### config.mk
export PLATFORM = sky130hd
export DESIGN_NAME = alu_arbiter
export DESIGN_NICKNAME = d
export VERILOG_FILES = /design/src/rtl/alu_arbiter.sv
export SDC_FILE = /design/constraint.sdc
export NUM_CORES = 1
export LEC_CHECK = 0
export ABC_AREA = 1
export CELL_PAD_IN_SITES_DETAIL_PLACEMENT = 1
export CELL_PAD_IN_SITES_GLOBAL_PLACEMENT = 1
export CORE_ASPECT_RATIO = 2
export CORE_MARGIN = 2
export CORE_UTILIZATION = 25
export DETAILED_ROUTE_END_ITERATION = 8
export PLACE_DENSITY_LB_ADDON = 0.3
export SETUP_SLACK_MARGIN = 0.2
export SLEW_MARGIN = 20
export SYNTH_ARGS = -nofsm -noshare
export SYNTH_HDL_FRONTEND = slang
export SYNTH_SLANG_ARGS = --single-unit
### constraint.sdc
create_clock -name clk -period 3 [get_ports clk]
set_input_delay 0.3 -clock clk [delete_from_list [all_inputs] [get_ports clk]]
set_output_delay 0.3 -clock clk [all_outputs]
set_load 0.02 [all_outputs]
### src/rtl/alu_arbiter.sv
// rtl/alu_arbiter.sv - two-requester round-robin front end for one shared ALU
//
// Accepts one operation at a time from two requesters, issues it to an
// external registered ALU, captures the result and returns it on a single
// response channel.
//
// Ports:
//   clk, rst                  clock, synchronous active-high reset
//   req_valid/req_ready[1:0]  per-requester handshake
//   req_op/req_lhs/req_rhs    per-requester operands, requester i in slice i
//   alu_op/alu_lhs/alu_rhs    operands to the shared ALU
//   alu_res/alu_flags         result from the shared ALU
//   resp_valid/resp_ready     response handshake
//   resp_id                   index of the requester being answered
//   resp_data/resp_flags      captured result, zero on error
//   resp_err                  opcode was outside the supported range
//   busy                      a transaction is in flight
//   done_cnt                  completed responses, wraps at 16 bits

module alu_arbiter #(
   parameter int DATA_W = 32,
   parameter int OP_W   = 4
) (
   input  logic                clk,
   input  logic                rst,
   input  logic [1:0]          req_valid,
   output logic [1:0]          req_ready,
   input  logic [2*OP_W-1:0]   req_op,
   input  logic [2*DATA_W-1:0] req_lhs,
   input  logic [2*DATA_W-1:0] req_rhs,
   output logic [OP_W-1:0]     alu_op,
   output logic [DATA_W-1:0]   alu_lhs,
   output logic [DATA_W-1:0]   alu_rhs,
   input  logic [DATA_W-1:0]   alu_res,
   input  logic [3:0]          alu_flags,
   output logic                resp_valid,
   input  logic                resp_ready,
   output logic                resp_id,
   output logic [DATA_W-1:0]   resp_data,
   output logic [3:0]          resp_flags,
   output logic                resp_err,
   output logic                busy,
   output logic [15:0]         done_cnt
);

   localparam logic [OP_W-1:0] OP_MAX = OP_W'(11);

   typedef enum logic [1:0] {
      ST_IDLE,
      ST_ISSUE,
      ST_CAPTURE,
      ST_RESP
   } state_t;

   state_t              state_q, state_d;
   logic [OP_W-1:0]     op_q, op_d;
   logic [DATA_W-1:0]   lhs_q, lhs_d;
   logic [DATA_W-1:0]   rhs_q, rhs_d;
   logic                idx_q, idx_d;
   logic                last_grant_q, last_grant_d;
   logic [DATA_W-1:0]   resp_data_q, resp_data_d;
   logic [3:0]          resp_flags_q, resp_flags_d;
   logic                resp_err_q, resp_err_d;
   logic                resp_valid_q, resp_valid_d;
   logic                busy_q, busy_d;
   logic [15:0]         done_cnt_q, done_cnt_d;

   logic                gnt_valid;
   logic                gnt_idx;
   logic [OP_W-1:0]     sel_op;
   logic [DATA_W-1:0]   sel_lhs;
   logic [DATA_W-1:0]   sel_rhs;
   logic                accept;

   // On a tie the requester that did not win last time is granted.
   always_comb begin
      gnt_valid = 1'b0;
      gnt_idx   = 1'b0;
      case (req_valid)
         2'b01:   begin gnt_valid = 1'b1; gnt_idx = 1'b0;          end
         2'b10:   begin gnt_valid = 1'b1; gnt_idx = 1'b1;          end
         2'b11:   begin gnt_valid = 1'b1; gnt_idx = ~last_grant_q; end
         default: begin gnt_valid = 1'b0; gnt_idx = 1'b0;          end
      endcase
   end

   assign req_ready = (state_q == ST_IDLE && gnt_valid) ? {gnt_idx, ~gnt_idx} : 2'b00;
   assign accept    = (state_q == ST_IDLE) && gnt_valid;

   assign sel_op  = gnt_idx ? req_op[2*OP_W-1:OP_W]       : req_op[OP_W-1:0];
   assign sel_lhs = gnt_idx ? req_lhs[2*DATA_W-1:DATA_W]  : req_lhs[DATA_W-1:0];
   assign sel_rhs = gnt_idx ? req_rhs[2*DATA_W-1:DATA_W]  : req_rhs[DATA_W-1:0];

   always_comb begin
      state_d      = state_q;
      op_d         = op_q;
      lhs_d        = lhs_q;
      rhs_d        = rhs_q;
      idx_d        = idx_q;
      last_grant_d = last_grant_q;
      resp_data_d  = resp_data_q;
      resp_flags_d = resp_flags_q;
      resp_err_d   = resp_err_q;
      done_cnt_d   = done_cnt_q;

      case (state_q)
         ST_IDLE: begin
            if (accept) begin
               idx_d        = gnt_idx;
               last_grant_d = gnt_idx;
               if (sel_op <= OP_MAX) begin
                  // ALU operand registers only move for ops the ALU will
                  // execute, so an error request leaves the ALU ports quiet.
                  op_d    = sel_op;
                  lhs_d   = sel_lhs;
                  rhs_d   = sel_rhs;
                  state_d = ST_ISSUE;
               end else begin
                  resp_data_d  = '0;
                  resp_flags_d = 4'h0;
                  resp_err_d   = 1'b1;
                  state_d      = ST_RESP;
               end
            end
         end
         ST_ISSUE: begin
            state_d = ST_CAPTURE;
         end
         ST_CAPTURE: begin
            resp_data_d  = alu_res;
            resp_flags_d = alu_flags;
            resp_err_d   = 1'b0;
            state_d      = ST_RESP;
         end
         ST_RESP: begin
            if (resp_ready) begin
               done_cnt_d = done_cnt_q + 16'd1;
               state_d    = ST_IDLE;
            end
         end
         default: begin
            state_d = ST_IDLE;
         end
      endcase

      resp_valid_d = (state_d == ST_RESP);
      busy_d       = (state_d != ST_IDLE);
   end

   always_ff @(posedge clk) begin
      if (rst) begin
         state_q      <= ST_IDLE;
         op_q         <= '0;
         lhs_q        <= '0;
         rhs_q        <= '0;
         idx_q        <= 1'b0;
         last_grant_q <= 1'b1;
         resp_data_q  <= '0;
         resp_flags_q <= 4'h0;
         resp_err_q   <= 1'b0;
         resp_valid_q <= 1'b0;
         busy_q       <= 1'b0;
         done_cnt_q   <= 16'h0000;
      end else begin
         state_q      <= state_d;
         op_q         <= op_d;
         lhs_q        <= lhs_d;
         rhs_q        <= rhs_d;
         idx_q        <= idx_d;
         last_grant_q <= last_grant_d;
         resp_data_q  <= resp_data_d;
         resp_flags_q <= resp_flags_d;
         resp_err_q   <= resp_err_d;
         resp_valid_q <= resp_valid_d;
         busy_q       <= busy_d;
         done_cnt_q   <= done_cnt_d;
      end
   end

   assign alu_op     = op_q;
   assign alu_lhs    = lhs_q;
   assign alu_rhs    = rhs_q;
   assign resp_valid = resp_valid_q;
   assign resp_id    = idx_q;
   assign resp_data  = resp_data_q;
   assign resp_flags = resp_flags_q;
   assign resp_err   = resp_err_q;
   assign busy       = busy_q;
   assign done_cnt   = done_cnt_q;

endmodule
==> flow_summary.yaml, run 1 <==
run_status:
  status: "completed"
floorplan:
  initial_core_utilization_pct: 25.5
  die-area_um2: 23900
  pin_count: 303
  placement_rows: 77
  chipHeight_um: 217
  fp.coreArea_um2: 22200
  die_width_um: 110
synthesis:
  synth-async-reset-ratio_pct: 0
  postSynth.topFlopCell: "sky130_fd_sc_hd__dfxtp_1"
  postSynthRegisterBits: 127
  post_syn_area_per_cell_um2: 6.81
  synth_largest_type_area_fraction_pct: 45.0
  number_of_enable_flip_flop_cells_after_synthesis: 0
  synthesis.area_um2: 5650
  synth_net_count: 1008
  post_synth_inst_count: 830
  post-synth-top-count-cell: "sky130_fd_sc_hd__nand2_1"
  sequential_share_of_the_synthesized_area_pct: 45.0
  netlist_top_cells_area: "sky130_fd_sc_hd__dfxtp_1, sky130_fd_sc_hd__nand2_1, sky130_fd_sc_hd__a21oi_1"
  synth_cell_types: 27
  netlist.top_cell.by_area: "sky130_fd_sc_hd__dfxtp_1"
  ys.warnings.count: 0
  yosys-top-cells-count: "sky130_fd_sc_hd__nand2_1, sky130_fd_sc_hd__dfxtp_1, sky130_fd_sc_hd__a21oi_1, sky130_fd_sc_hd__nand3_1, sky130_fd_sc_hd__buf_2"
worst_hold_path:
  endpoint_of_the_worst_hold_path: "done_cnt[0]"
  holdPathStages: 3
  min_path_type: "input port to flip-flop"
  hp-start: "rst"
cts:
  tritoncts: "done"
  cts-resized-gates: 0
  numCtsBuffers: 17
  cts_setup_buffers: 0
  post_cts_hold_buffer_count: 0
  maximum_root_to_sink_buffer_count: 2
  ctsHtreeMaxLevel: 4
  numClockSinks: 127
  clock_tree.root_cell: "sky130_fd_sc_hd__clkbuf_16"
  clkSlewWorstSetupHoldPaths_ns: 0.05
  clock_insertion_delay_worst_skew_ns: 0.42
critical_path:
  timing.critical_path.slowest_cell_delay_ns: 0.63
  timing.rr.end: "alu_rhs[7]"
  startpoint: "req_valid[1]"
  r2r_slack_ns: 1.11
  r2r_cells: 10
  worst_path_fanout_max: 7
  cp_slowest_cell: "sky130_fd_sc_hd__clkdlybuf4s50_1"
  timing.critical_path.to_type: "output port"
  worstPathArrival_ns: 1.92
  launching_point_of_the_worst_reg2reg_path: "last_grant_q"
  worstSetupPathType: "input port to output port"
  timing.critical_path.buf_inv: 2
  setup.worst_path.start_class: "input port"
  worst_ep_required_time_ns: 2.70
  critical_path.top_delay_family: "buffers and inverters"
  worst_path_cell_trace: "clkdlybuf4s50_1 -> nor2_1 -> nor2_2 -> nand2_2 -> nor2_1 -> clkdlybuf4s50_1"
drt:
  route.detailed.vias_per_inst: 4.67
  routed_wire_length_um: 22600
  detailedRoute.firstIterationViolations: 233
  remaining_drc_errors: 0
  num_vias: 6503
  antenna_violation_net_count_after_detailed_routing: 0
  wl_per_cell_um: 16.2
  number_of_iterations_in_the_first_detailed_routing_pass: 4
layout:
  antenna_cells_inserted: 0
  non_filler_cells_final: 1393
  fin_util_pct: 42.4
  share_of_final_layout_standard_cells_stronger_than_drive_strength_1_pct: 5.19
  layout_area_overhead_pct: 66.3
  post-route-cell-area_um2: 9390
  final_net_count: 1282
  fillerInstances: 2742
placement:
  portBuffers: 302
  placed_cells: 1361
  gp_congestion: 0.795
  dp_hpwl_um: 16400
  post_place_instance_area_um2: 8810
timing:
  grt_setup_unrepaired: "no"
  worst-slew-pin-transition_ns: 0.707
  max_freq_ghz: 0.451
  setup_total_negative_slack_ns: 0
  slew_viol_final: 0
  final.min_clock_period_ns: 2.22
  fin_skew_ns: 0.00620
  finalCritPeriodShare_pct: 73.9
  final_hold_viol_count: 0
  timing.slew.headroom_pct: 52.9
  setup_violations: 0
global_route:
  pin_count_of_the_biggest_net_entering_global_routing: 112
  global_route.usage.total_pct: 19.0
  first_global_vias: 6739
  initial_antenna_violation_count: 0
  grt_pass1_wl_um: 34800
  grt_overflow_total: 0
flow_run:
  cap_violations: 0
power:
  leakage_nw: 3.72
  power_per_cell_area_nw_per_um2: 576
  total_power_mw: 5.41
  irDropWorstVdd_uv: 298
==> per-layer routing <==
metal  GRT usage (%)  vias to the layer above  part of all wire [%]
met5               0                        -                     0
met4            6.38                        0                   2.0
met3            5.23                       21                   5.8
met2            36.8                      197                    57
met1            18.4                     3045                    35
li1                -                     3240                     -
==> kinds of logic after synthesis <==
kind of cell,after synthesis,share of synthesized area (%)
adders and majority gates,1,0.221
buffers and inverters,84,7.17
and+or+nand+nor,492,36.3
xor gates and xnor gates,1,0.155
DFF,127,45.0
AOI/OAI and AO/OA,125,11.1
==> area by class of cell <==
| class | count | area, µm² | area share (%) |
|---|---|---|---|
| clock inverters | 13 | 140 | 1.49 |
| inverters | 25 | 95.1 | 1.01 |
| clock buffers | 19 | 443 | 4.71 |
| well taps | 276 | 345 | 3.68 |
| flip-flops and latches | 127 | 2540 | 27.1 |
| multi-input cells | 619 | 2710 | 28.8 |
| repair buffers | 314 | 3120 | 33.2 |
==> tightest hold or removal path: cells and delay by family <==
family | cells | cell delay (ns)
and+or+nand+nor | 1 | 0.13
buffers and inverters | 2 | 0.31
==> worst max path at each step <==
stage	depth (start not counted)	slack [ns]	end
global placement	11	0.71	alu_rhs[30]
global route	6	0.65	req_ready[0]
detailed placement	11	0.61	alu_lhs[14]
floorplan	5	1.56	req_ready[1]
CTS	6	0.76	req_ready[1]
finish	6	0.78	req_ready[0]
==> registers in the layout (all words and copies together) (netlist names) <==
signal	flops
state_q	2
resp_err	1
busy	1
done_cnt	16
resp_data	32
alu_lhs	32
alu_rhs	32
alu_op	4
resp_id	1
last_grant_q	1
resp_valid	1
resp_flags	4
==> stage by stage <==
step                hold slack (ns)  worst slack [ns]
floorplan                     0.442              1.56
global placement              0.446             0.709
detailed placement            0.451             0.608
CTS                           0.395             0.756
global route                  0.444             0.647
finish                        0.390             0.784
==> cell usage in the layout (no fill, tap or decap) <==
cell type / synthesis / final
sky130_fd_sc_hd__o21a_1: 1 / 1
sky130_fd_sc_hd__a31oi_1: 1 / 1
sky130_fd_sc_hd__nand2_2: 5 / 5
sky130_fd_sc_hd__nor2_2: 2 / 3
sky130_fd_sc_hd__nand4_1: 5 / 5
sky130_fd_sc_hd__ha_1: 1 / 1
sky130_fd_sc_hd__nand3_1: 114 / 114
sky130_fd_sc_hd__dfxtp_1: 127 / 127
sky130_fd_sc_hd__nor3_1: 5 / 5
sky130_fd_sc_hd__inv_6: 0 / 1
sky130_fd_sc_hd__buf_4: 10 / 12
sky130_fd_sc_hd__o21ai_1: 1 / 1
sky130_fd_sc_hd__clkinv_2: 1 / 4
sky130_fd_sc_hd__clkbuf_16: 0 / 17
sky130_fd_sc_hd__and3_1: 1 / 1
sky130_fd_sc_hd__xor2_1: 1 / 1
sky130_fd_sc_hd__nor3b_1: 1 / 1
sky130_fd_sc_hd__inv_1: 22 / 22
sky130_fd_sc_hd__clkinvlp_4: 0 / 4
sky130_fd_sc_hd__buf_12: 0 / 1
sky130_fd_sc_hd__nand3_2: 2 / 2
sky130_fd_sc_hd__clkinv_4: 0 / 3
sky130_fd_sc_hd__a21oi_1: 117 / 117
sky130_fd_sc_hd__nand2_1: 334 / 334
sky130_fd_sc_hd__clkdlybuf4s50_1: 0 / 301
sky130_fd_sc_hd__nor2_1: 22 / 21
sky130_fd_sc_hd__clkbuf_1: 19 / 1
sky130_fd_sc_hd__bufinv_16: 0 / 2
sky130_fd_sc_hd__o21ai_0: 5 / 5
sky130_fd_sc_hd__clkbuf_8: 0 / 1
sky130_fd_sc_hd__inv_2: 2 / 2
sky130_fd_sc_hd__nor2_4: 1 / 1
==> power breakdown <==
group          total [mW]  leakage [nW]  switching (mW)  internal [mW]
combinational        1.43          2.40           0.784          0.644
clock                2.05         0.275           0.806           1.24
sequential           1.93          1.04          0.0843           1.84
Power figures use the tool's default switching activity.
==> run 2, diff against run 1 <==
--- a/config.mk
+++ b/config.mk
@@ -10,7 +10,7 @@
 export CELL_PAD_IN_SITES_GLOBAL_PLACEMENT = 1
 export CORE_ASPECT_RATIO = 2
 export CORE_MARGIN = 2
-export CORE_UTILIZATION = 25
+export CORE_UTILIZATION = 24
 export DETAILED_ROUTE_END_ITERATION = 8
 export PLACE_DENSITY_LB_ADDON = 0.3
 export SETUP_SLACK_MARGIN = 0.2
==> constraint.sdc (replaced) <==
create_clock -name clk -period 1.79 [get_ports clk]
set_input_delay 0.179 -clock clk [delete_from_list [all_inputs] [get_ports clk]]
set_output_delay 0.179 -clock clk [all_outputs]
set_load 0.02 [all_outputs]
==> run 2 against run 1 <==
Combinational power rose by 83%. Die area rose by 4.0%. Clock power rose by 100%. Core utilization rose by 0.94 points. Design area rose by 7.2%. Highest routed layer unchanged. Worst setup slack got worse by 0.56 ns. Global-route usage fell by 0.17 points.
==> flow_summary.yaml, run 2 (synthesis gave the netlist of run 1 again) <==
flow_run:
  cap_violations: 0
global_route:
  initial_antenna_violation_count: 1
  grt_overflow_total: 0
  pin_count_of_the_biggest_net_entering_global_routing: 91
  first_global_vias: 6990
  global_route.usage.total_pct: 18.8
  grt_pass1_wl_um: 36700
floorplan:
  pin_count: 303
  die-area_um2: 24900
  die_width_um: 112
  placement_rows: 79
  chipHeight_um: 221
  fp.coreArea_um2: 23200
  initial_core_utilization_pct: 24.3
run_status:
  status: "completed"
power:
  power_per_cell_area_nw_per_um2: 995
  total_power_mw: 10.0
  irDropWorstVdd_uv: 784
  leakage_nw: 5.08
placement:
  placed_cells: 1385
  post_place_instance_area_um2: 9090
  dpl_worst_slack_ns: -0.110
  portBuffers: 302
  dp_hpwl_um: 17200
  gp_congestion: 0.777
critical_path:
  setup.worst_path.start_class: "flip-flop"
  timing.critical_path.to_type: "output port"
  timing.critical_path.buf_inv: 3
  worst_ep_required_time_ns: 1.61
  timing.critical_path.slowest_cell_delay_ns: 0.32
  worstSetupPathType: "flip-flop to output port"
  worst_path_cell_trace: "nand2_2 -> nand2_4 -> buf_12 -> buf_12 -> nor2_4 -> buf_6"
  worst_path_fanout_max: 5
  critical_path.top_delay_family: "buffers and inverters"
  critical-path-top-cell-by-count: "sky130_fd_sc_hd__buf_12"
  worstPathArrival_ns: 1.38
  cp_slowest_cell: "sky130_fd_sc_hd__dfxtp_2"
drt:
  number_of_iterations_in_the_first_detailed_routing_pass: 4
  num_vias: 6636
  routed_wire_length_um: 24200
  detailedRoute.firstIterationViolations: 203
  remaining_drc_errors: 0
  wl_per_cell_um: 16.9
  route.detailed.vias_per_inst: 4.64
  antenna_violation_net_count_after_detailed_routing: 0
layout:
  layout_area_overhead_pct: 78.1
  post-route-cell-area_um2: 10100
  area.sequential_um2: 2540
  layout_commonest_cell: "sky130_fd_sc_hd__nand2_1"
  final_net_count: 1310
  fin_util_pct: 43.3
  fillerInstances: 2821
  multi_input_gate_area_um2: 2770
  share_of_final_layout_standard_cells_stronger_than_drive_strength_1_pct: 8.65
  final_cell_mix: "sky130_fd_sc_hd__nand2_1, sky130_fd_sc_hd__clkdlybuf4s50_1, sky130_fd_sc_hd__dfxtp_1"
  non_filler_cells_final: 1429
timing:
  final_hold_viol_count: 0
  slew_viol_final: 0
  fin_hold_ws_ns: 0.139
  timing.slew.headroom_pct: 66.6
  setup_slack_after_layout_ns: 0.228
  grt_setup_unrepaired: "yes"
  fin_skew_ns: 0.00707
  max_freq_ghz: 0.640
  setup_total_negative_slack_ns: 0
  setup_violations: 0
  worst-slew-pin-transition_ns: 0.501
  final.min_clock_period_ns: 1.56
  finalCritPeriodShare_pct: 87.3
cts:
  clock_insertion_delay_worst_skew_ns: 0.43
  ctsHtreeMaxLevel: 4
  tritoncts: "done"
  numCtsBuffers: 17
  numClockSinks: 127
  clock_tree.root_cell: "sky130_fd_sc_hd__clkbuf_16"
  clkSlewWorstSetupHoldPaths_ns: 0.06
  post_cts_hold_buffer_count: 0
  maximum_root_to_sink_buffer_count: 2
worst_hold_path:
  min_path_type: "input port to flip-flop"
## run 2: cell count changes in the layout (fill, tap and decap cells not counted), moves of 4 or more
cell,before,now
sky130_fd_sc_hd__clkdlybuf4s50_1,301,183
sky130_fd_sc_hd__dlygate4sd2_1,0,73
sky130_fd_sc_hd__dlymetal6s2s_1,0,43
sky130_fd_sc_hd__buf_12,1,15
sky130_fd_sc_hd__buf_4,12,22
sky130_fd_sc_hd__bufinv_16,2,7
sky130_fd_sc_hd__clkbuf_16,17,21
sky130_fd_sc_hd__clkinvlp_4,4,0
sky130_fd_sc_hd__nor2_1,21,17
## run 2: repair_timing
item | in CTS | in global routing
setup buffers | 2 | 5
pin swaps | 2 | 4
gates cloned | 0 | 4
endpoints found under the setup margin | 75 | 119
resized for setup | 83 | 58
## run 2: worst register-to-register path, stage by stage (launching register included)
cell                        delay (ns)
sky130_fd_sc_hd__dfxtp_2          0.32
sky130_fd_sc_hd__nand2_2          0.08
sky130_fd_sc_hd__nand2_4          0.07
sky130_fd_sc_hd__buf_4            0.14
sky130_fd_sc_hd__nand2_1          0.09
sky130_fd_sc_hd__nand2_4          0.09
sky130_fd_sc_hd__nand2_8          0.14
sky130_fd_sc_hd__nand2_8          0.10
sky130_fd_sc_hd__clkbuf_16        0.19
sky130_fd_sc_hd__nand2_1          0.07
sky130_fd_sc_hd__a21oi_1          0.06
## run 2: report_power, final
part           total, mW  switching, mW  internal, mW
sequential          3.21          0.125          3.09
clock               4.19           1.42          2.78
combinational       2.61           1.41          1.19
## run 2: metal layers
metal  vias up  routed length (µm)  global-route usage (%)
li1       3302                   -                       -
met1      3100                8440                    18.0
met2       199               13700                    36.8
met3        35                1270                    4.77
met4         0                 723                    7.99
met5         -                   0                       0
## run 2: worst paths after layout
check        slack (ns)            end    startpoint  cells past startpoint
min                0.14  resp_data[30]           rst                      2
min reg2reg        0.44      alu_op[2]     alu_op[2]                      2
max reg2reg        0.31    alu_rhs[28]  last_grant_q                     10
max                0.23   req_ready[1]  last_grant_q                      6
## run 2: final cells by class
type | instances | share of cell area, %
Inverter | 25 | 0.945
Clock buffer | 17 | 4.23
Multi-Input combinational cell | 619 | 27.5
Sequential cell | 127 | 25.3
Antenna cell | 1 | 0.0249
Tap cell | 283 | 3.52
Clock inverter | 15 | 2.78
Timing Repair Buffer | 342 | 35.7
==> run 3, diff against run 2 <==
--- a/config.mk
+++ b/config.mk
@@ -12,9 +12,10 @@
 export CORE_MARGIN = 2
 export CORE_UTILIZATION = 24
 export DETAILED_ROUTE_END_ITERATION = 8
-export PLACE_DENSITY_LB_ADDON = 0.3
+export PLACE_DENSITY = 0.89
 export SETUP_SLACK_MARGIN = 0.2
 export SLEW_MARGIN = 20
 export SYNTH_ARGS = -nofsm -noshare
 export SYNTH_HDL_FRONTEND = slang
 export SYNTH_SLANG_ARGS = --single-unit
+export TNS_END_PERCENT = 1
==> run 3 against run 2 <==
Sequential share of layout area increased by 0.99 points. Power down 6.7%. Global-route usage grew 0.37 points. Via count rose by 1.8%. Sequential power hardly changed. Largest power group unchanged. Clock-buffer cell count is the same. Worst setup slack got worse by 0.022 ns.
==> flow_summary.yaml, run 3 (synthesis gave the netlist of run 1 again) <==
run_status:
  status: "completed"
critical_path:
  setup.worst_path.start_class: "flip-flop"
  worstSetupPathType: "flip-flop to output port"
  r2r_slack_ns: 0.25
  critical-path-top-cell-by-count: "sky130_fd_sc_hd__buf_6"
  worst_ep_required_time_ns: 1.61
  timing.critical_path.slowest_cell_delay_ns: 0.33
  timing.critical_path.to_type: "output port"
  worst_path_fanout_max: 5
  worst_path_cell_trace: "nand2_2 -> nand2_4 -> buf_6 -> buf_6 -> nor2_4 -> buf_12"
  cp_slowest_cell: "sky130_fd_sc_hd__dfxtp_2"
  worstPathArrival_ns: 1.41
layout:
  post-route-cell-area_um2: 9710
  final_net_count: 1307
  layout_commonest_cell: "sky130_fd_sc_hd__nand2_1"
  fillerInstances: 2885
  share_of_final_layout_standard_cells_stronger_than_drive_strength_1_pct: 8.32
  layout_area_overhead_pct: 71.8
  final_cell_mix: "sky130_fd_sc_hd__nand2_1, sky130_fd_sc_hd__clkdlybuf4s50_1, sky130_fd_sc_hd__dfxtp_1"
  antenna_cells_inserted: 0
flow_run:
  cap_violations: 0
floorplan:
  placement_rows: 79
  chipHeight_um: 221
  fp.coreArea_um2: 23200
  die-area_um2: 24900
  pin_count: 303
  initial_core_utilization_pct: 24.3
  die_width_um: 112
timing:
  timing.slew.headroom_pct: 55.3
  grt_setup_unrepaired: "yes"
  final.min_clock_period_ns: 1.58
  setup_total_negative_slack_ns: 0
  fin_hold_ws_ns: 0.215
  final_hold_viol_count: 0
  fin_skew_ns: 0.00675
  finalCritPeriodShare_pct: 88.5
  worst-slew-pin-transition_ns: 0.670
  slew_viol_final: 0
  max_freq_ghz: 0.631
  setup_violations: 0
drt:
  route.detailed.vias_per_inst: 4.74
  routed_wire_length_um: 24500
  number_of_iterations_in_the_first_detailed_routing_pass: 4
  remaining_drc_errors: 0
  wl_per_cell_um: 17.2
  detailedRoute.firstIterationViolations: 248
  num_vias: 6758
  antenna_violation_net_count_after_detailed_routing: 0
power:
  irDropWorstVdd_uv: 883
  total_power_mw: 9.34
  leakage_nw: 4.37
  power_per_cell_area_nw_per_um2: 963
worst_hold_path:
  min_path_type: "input port to flip-flop"
global_route:
  pin_count_of_the_biggest_net_entering_global_routing: 57
  grt_pass1_wl_um: 37600
  first_global_vias: 7205
  grt_overflow_total: 0
  initial_antenna_violation_count: 0
  global_route.usage.total_pct: 19.2
cts:
  clock_insertion_delay_worst_skew_ns: 0.44
  numClockSinks: 127
  clkSlewWorstSetupHoldPaths_ns: 0.06
  maximum_root_to_sink_buffer_count: 2
  post_cts_hold_buffer_count: 0
  clock_tree.root_cell: "sky130_fd_sc_hd__clkbuf_16"
  ctsHtreeMaxLevel: 4
  tritoncts: "done"
  numCtsBuffers: 17
placement:
  dp_hpwl_um: 17700
  post_place_instance_area_um2: 9060
  portBuffers: 302
  gp_congestion: 0.861
-- run 3: cell types whose count changed in the layout (fill, tap and decap cells not counted), moves of 3 or more --
| cell | delta |
|---|---|
| sky130_fd_sc_hd__clkinv_4 | -4 |
| sky130_fd_sc_hd__bufinv_16 | -5 |
| sky130_fd_sc_hd__clkdlybuf4s50_1 | +16 |
| sky130_fd_sc_hd__dlygate4sd2_1 | +26 |
| sky130_fd_sc_hd__inv_6 | +3 |
| sky130_fd_sc_hd__buf_12 | -4 |
| sky130_fd_sc_hd__clkinvlp_4 | +4 |
| sky130_fd_sc_hd__nor2_2 | -3 |
| sky130_fd_sc_hd__dlymetal6s2s_1 | -42 |
| sky130_fd_sc_hd__buf_6 | +3 |
-- run 3: where the power goes --
part | leakage [nW] | switching (mW) | internal, mW
Sequential | 1.04 | 0.140 | 3.09
Combinational | 3.05 | 1.43 | 1.13
Clock | 0.282 | 1.47 | 2.09
-- run 3: through the flow --
step / worst slack [ns] / cells / util (%)
after floorplan: 0.386 / 830 / -
after CTS: 0.0380 / 1418 / 41.1
after detailed placement: -0.185 / 1386 / 39.0
after global placement: -0.113 / 1386 / 39.0
after global routing: 0.147 / 1425 / 41.8
final: 0.205 / 1425 / 41.8
-- run 3: worst max-delay path: cells and delay by family, from the launching register on --
kind                   cells  cell delay [ns]
buffers and inverters      3             0.36
DFF                        1             0.33
and+or+nand+nor            3             0.28
-- run 3: metal layers --
| layer | wire length, µm | track usage [%] |
|---|---|---|
| met1 | 8590 | 18.5 |
| met5 | 0 | 0 |
| met2 | 13600 | 36.7 |
| met3 | 1140 | 4.52 |
| met4 | 1160 | 10.2 |
-- run 3: worst paths after layout --
check,endpoint,startpoint,depth (start not counted)
hold reg to reg,alu_lhs[22],alu_lhs[22],2
setup reg to reg,resp_data[4],last_grant_q,8
setup / recovery,req_ready[1],last_grant_q,6
hold / removal,done_cnt[15],rst,5
-- run 3: what timing repair did --
action                                  4_1_cts  5_1_grt
buffers inserted                              0        5
pin swaps                                     1        4
gates resized for setup                     110       18
gates cloned                                  0        2
endpoints found under the setup margin      192      104
-- run 3: area by class of cell --
class	instances	area [µm²]	share of cell area [%]
timing repair buffer	339	3360	34.6
multi-input combinational	619	2750	28.3
sequential	127	2550	26.3
clock buffer	17	425	4.38
tap	283	354	3.65
clock inverter	15	174	1.79
inverter	25	95.1	0.980
